<file path="src/rtl/axis_checksum_append.sv">
// axis_checksum_append
// Forwards every AXI-Stream packet unchanged through a single registered
// output slot. After the last data beat it adds one beat holding the
// two's-complement checksum, so all beats of the packet plus that beat sum
// to zero. TLAST is moved onto the checksum beat. The beat count of each
// completed packet is reported together with a one-cycle done pulse.
module axis_checksum_append #(
  parameter int DATA_WIDTH = 8,
  parameter int LEN_WIDTH  = 16
) (
  input  logic                  clk,
  input  logic                  reset,
  input  logic [DATA_WIDTH-1:0] s_tdata,
  input  logic                  s_tvalid,
  output logic                  s_tready,
  input  logic                  s_tlast,
  output logic [DATA_WIDTH-1:0] m_tdata,
  output logic                  m_tvalid,
  input  logic                  m_tready,
  output logic                  m_tlast,
  output logic                  pkt_done,
  output logic [LEN_WIDTH-1:0]  pkt_len
);

  typedef enum logic {
    PASS   = 1'b0,
    APPEND = 1'b1
  } state_t;

  state_t                r_state;
  state_t                w_stateNext;

  logic [DATA_WIDTH-1:0] r_tdata;
  logic                  r_tvalid;
  logic                  r_tlast;

  logic [DATA_WIDTH-1:0] r_sum;
  logic [LEN_WIDTH-1:0]  r_len;
  logic [DATA_WIDTH-1:0] r_csum;
  logic [LEN_WIDTH-1:0]  r_finalLen;

  logic                  r_pktDone;
  logic [LEN_WIDTH-1:0]  r_pktLen;

  logic                  w_slotFree;
  logic                  w_sTready;
  logic                  w_accept;
  logic                  w_loadCsum;
  logic                  w_csumTaken;
  logic [DATA_WIDTH-1:0] w_sumNext;
  logic [LEN_WIDTH-1:0]  w_lenInc;

  // The slot can take a new beat when it is empty or is being drained this cycle.
  assign w_slotFree  = !r_tvalid || m_tready;
  assign w_accept    = s_tvalid && w_sTready;
  assign w_csumTaken = r_tvalid && m_tready && r_tlast;
  assign w_sumNext   = r_sum + s_tdata;
  assign w_lenInc    = (r_len == {LEN_WIDTH{1'b1}}) ? r_len : r_len + LEN_WIDTH'(1);

  assign s_tready = w_sTready;
  assign m_tdata  = r_tdata;
  assign m_tvalid = r_tvalid;
  assign m_tlast  = r_tlast;
  assign pkt_done = r_pktDone;
  assign pkt_len  = r_pktLen;

  // State register.
  always_ff @(posedge clk or posedge reset) begin
    if (reset) begin
      r_state <= PASS;
    end else begin
      r_state <= w_stateNext;
    end
  end

  // Next state: PASS streams data until TLAST; APPEND waits for the slot to free up.
  always_comb begin
    w_stateNext = r_state;
    w_sTready   = 1'b0;
    w_loadCsum  = 1'b0;
    case (r_state)
      PASS: begin
        w_sTready = w_slotFree;
        if (s_tvalid && w_slotFree && s_tlast) begin
          w_stateNext = APPEND;
        end
      end
      APPEND: begin
        if (w_slotFree) begin
          w_loadCsum  = 1'b1;
          w_stateNext = PASS;
        end
      end
      default: begin
        w_stateNext = PASS;
      end
    endcase
  end

  // Output slot: loads a data beat or the checksum, and empties on a handshake.
  always_ff @(posedge clk or posedge reset) begin
    if (reset) begin
      r_tdata  <= '0;
      r_tvalid <= 1'b0;
      r_tlast  <= 1'b0;
    end else if (w_accept) begin
      r_tdata  <= s_tdata;
      r_tvalid <= 1'b1;
      r_tlast  <= 1'b0;
    end else if (w_loadCsum) begin
      r_tdata  <= r_csum;
      r_tvalid <= 1'b1;
      r_tlast  <= 1'b1;
    end else if (m_tready) begin
      r_tvalid <= 1'b0;
      r_tlast  <= 1'b0;
    end
  end

  // Running sum and length; the checksum and final length are captured on TLAST.
  always_ff @(posedge clk or posedge reset) begin
    if (reset) begin
      r_sum      <= '0;
      r_len      <= '0;
      r_csum     <= '0;
      r_finalLen <= '0;
    end else if (w_accept) begin
      r_sum <= w_sumNext;
      r_len <= w_lenInc;
      if (s_tlast) begin
        r_csum     <= '0 - w_sumNext;
        r_finalLen <= w_lenInc;
      end
    end else if (w_loadCsum) begin
      r_sum <= '0;
      r_len <= '0;
    end
  end

  // Completion report, one cycle after the checksum beat is taken downstream.
  always_ff @(posedge clk or posedge reset) begin
    if (reset) begin
      r_pktDone <= 1'b0;
      r_pktLen  <= '0;
    end else begin
      r_pktDone <= w_csumTaken;
      if (w_csumTaken) begin
        r_pktLen <= r_finalLen;
      end
    end
  end

endmodule

</file>
<file path="config.mk">
export PLATFORM = sky130hd
export DESIGN_NAME = axis_checksum_append
export DESIGN_NICKNAME = d
export VERILOG_FILES = /design/src/rtl/axis_checksum_append.sv
export SDC_FILE = /design/constraint.sdc
export NUM_CORES = 1
export LEC_CHECK = 0
export ABC_AREA = 1
export BUFFER_PORTS_ARGS = -buffer_cell sky130_fd_sc_hd__buf_2
export CORE_ASPECT_RATIO = 1.25
export CORE_MARGIN = 5
export CORE_UTILIZATION = 45
export DETAILED_ROUTE_END_ITERATION = 7
export PLACE_DENSITY = 0.66
export SLEW_MARGIN = 20
export SYNTH_ARGS = -nofsm -noshare
export SYNTH_HDL_FRONTEND = slang
export SYNTH_SLANG_ARGS = --single-unit
</file>
<file path="constraint.sdc">
create_clock -name clk -period 2.5 [get_ports clk]
set_clock_uncertainty 0.2 [all_clocks]
set_input_delay 0.375 -clock clk [delete_from_list [all_inputs] [get_ports clk]]
set_output_delay 0.375 -clock clk [all_outputs]
set_load 0.1 [all_outputs]
</file>
==> out/metrics.cfg <==
[routing]
dr.pass1.iters=4
ant_nets=0
viasPerCell=5.003
drt_wl_total_um=8374
via_count=3137
drc=0
drtIter0Drc=132
wl_per_cell_um=13.36

[layout]
layout.nets=549
fin_util_pct=53.25
fillers=785
drive_gt1_share_pct=15.28
diodes=0
syn_to_final_growth_pct=15.10

[setup_path]
worst_setup_path_end_kind=flip-flop
cp-start-kind=flip-flop
cp.required_ns=2.59
rr_worst_depth=11
arrival_ns=2.38
critPathKind=reg2reg
r2r_setup_slack_ns=0.21
crit_fanout=3

[cts]
cts_setup_buffers=0
clk_latency_ns=0.35
cts.sinks=76
cts-root-buf=clkbuf_8
cts_buffers=9
htree_num_levels=3
clk_pin_slew_ns=0.08
cts_tree=done
cts_max_path_buffers=2

[min_path]
hold_depth=3
hp-class=in2reg

[logic_synthesis]
synthCells=479
synth_seq_cells=76
yosysWarnings=0
ys_types=31
yosysSeqAreaShare_pct=49.89
mappedNetlistArea_um2=3812
postSynthAreaPerCell_um2=7.959
syn-num-nets=502

[placed_design]
pre_cts_ws_ns=0.1427
placement.io_buffers=40
dp_hpwl_um=6224
gp_congestion=0.9209

[timing]
fmax_mhz=436.4
setup_viol=0
rsz0062_at_grt=no
fin_crit_ns=2.291
tightest_slew_ns=0.6556
hold_viol=0
hold_slack_ns=0.05374
report.final.slew_viol_count=0
setup_slack_ns=0.2085
slew_headroom_pct=56.20
fin_setup_tns_ns=0
period_share_pct=91.66

[outcome]
status=complete, no violations

[floorplan]
start_util_pct=46.26
fp.dieW_um=92.33
io-pin-count=41
placementRows=37
die_h_um=112.9
coreArea_um2=8240
die_area_um2=10420

[grt]
grt_first_pass_wirelength_um=14960
grt_start_max_net_pins=35
grt_pass1_vias=3322
grt_antenna_before_repair=0
overflow=0
grtUsageTotal_pct=17.80

[flow_run]
drv_cap=0

[power_and_ir_drop]
powerDensity_nw_per_um2=1183
worst_ir_drop_vdd_mv=0.6463
p_leak_uw=0.002312
power.total_uw=5193

[report_power, final]
part           internal, uW  switching (uW)  total, uW
combinational           541            1880       2420
sequential             1560             192       1750
clock                   584             429       1010
total                  2690            2500       5190
[sequential cells by signal (all words and copies together), names as in the netlist]
register,count
pkt_len,16
r_finalLen,16
r_sum,8
m_tlast,1
m_tvalid,1
pkt_done,1
r_state,1
r_csum,8
r_len,16
m_tdata,8
[final cells by class]
cell class / count / area [um2] / area share, %
repair buffers: 49 / 295.3 / 6.729
well taps: 97 / 121.4 / 2.766
inverters: 61 / 232.7 / 5.304
clock buffers: 11 / 141.4 / 3.222
multi-input cells: 329 / 1622 / 36.95
clock inverters: 4 / 73.82 / 1.682
flip-flops and latches: 76 / 1902 / 43.34
[cell usage after synthesis]
library cell / count / area share (%)
fa_1: 1 / 0.53
ha_1: 9 / 3.0
buf_2: 6 / 0.79
xor2_1: 9 / 2.1
nand3_1: 40 / 5.3
o21ai_0: 45 / 5.9
clkbuf_1: 5 / 0.49
o22ai_1: 4 / 0.66
o21ai_1: 8 / 1.1
nand3_2: 2 / 0.53
or2_2: 1 / 0.16
a21o_1: 1 / 0.20
o21ai_2: 2 / 0.46
buf_4: 1 / 0.20
nor3_1: 2 / 0.26
xnor2_1: 2 / 0.46
o221ai_1: 1 / 0.23
nor4_1: 1 / 0.16
nand4_1: 4 / 0.66
inv_2: 3 / 0.30
nand2_1: 157 / 15
buf_1: 1 / 0.098
o211ai_1: 1 / 0.20
nor2_4: 1 / 0.30
nor3_4: 2 / 0.85
a21oi_1: 6 / 0.79
dfrtp_1: 76 / 50
nor2_1: 23 / 2.3
nand2_2: 5 / 0.82
nor2_2: 2 / 0.33
inv_1: 58 / 5.7
[critical path: stages (launching register included)]
cell,delay [ns]
dfrtp_1,0.36
ha_1,0.20
inv_1,0.07
fa_1,0.53
nand2_1,0.07
a21oi_1,0.23
nand3_1,0.14
nor2_1,0.15
nand3_1,0.09
nand2_1,0.07
nand3_1,0.08
nand2_1,0.06
[worst paths after layout]
check	end	from
setup / recovery	r_csum[7]	r_sum[0]
hold / removal	m_tvalid	s_tvalid
setup reg to reg	r_csum[7]	r_sum[0]
hold reg to reg	pkt_len[10]	pkt_len[10]
max in group asynchronous	r_len[0]	reset
min in group asynchronous	m_tdata[0]	reset
[through the flow]
step | instances | instance area (um2)
6_report | 627 | 4388
5_1_grt | 627 | 4388
4_1_cts | 627 | 4388
3_5_place_dp | 611 | 4163
3_3_place_gp | 611 | 4163
2_1_floorplan | 479 | 3816
[what timing repair did]
item / in CTS / in global routing
endpoints found under the hold margin: 26 / 0
hold buffers: 1 / 0
resized for setup: 0 / 0
setup endpoints to repair: 0 / 0
[logic make-up (layout without fill, tap and decap cells)]
kind of cell	after synthesis	in the layout	synth area share, %
fa+ha+maj	10	10	3.479
xor+xnor	11	11	2.527
compound gates	68	68	9.485
flops	76	76	49.89
simple gates	240	240	27.04
buf+inv	74	125	7.581
[metal layers]
| layer | wire length, um | GRT usage [%] |
|---|---|---|
| met5 | 0 | 0 |
| met4 | 192 | 7.929 |
| met3 | 257 | 3.324 |
| met2 | 4359 | 32.09 |
| met1 | 3566 | 20.30 |
[layout by cell type, fill, tap and decap left out, types with 2 or more instances in the layout]
cell       Yosys  final
nor3_1         2      2
nand2_1      157    157
inv_2          3      3
nand3_1       40     40
o21ai_2        2      2
bufinv_16      0      2
a21oi_1        6      6
nand4_1        4      4
dfrtp_1       76     76
xnor2_1        2      2
buf_2          6     40
buf_12         0      2
nand3_2        2      2
nor2_2         2      2
xor2_1         9      9
o21ai_1        8      8
nor2_1        23     23
nor3_4         2      2
buf_4          1      6
o22ai_1        4      4
inv_1         58     57
nand2_2        5      5
clkbuf_8       0     10
ha_1           9      9
o21ai_0       45     45
Note: power is estimated with default switching activity, not from simulation.
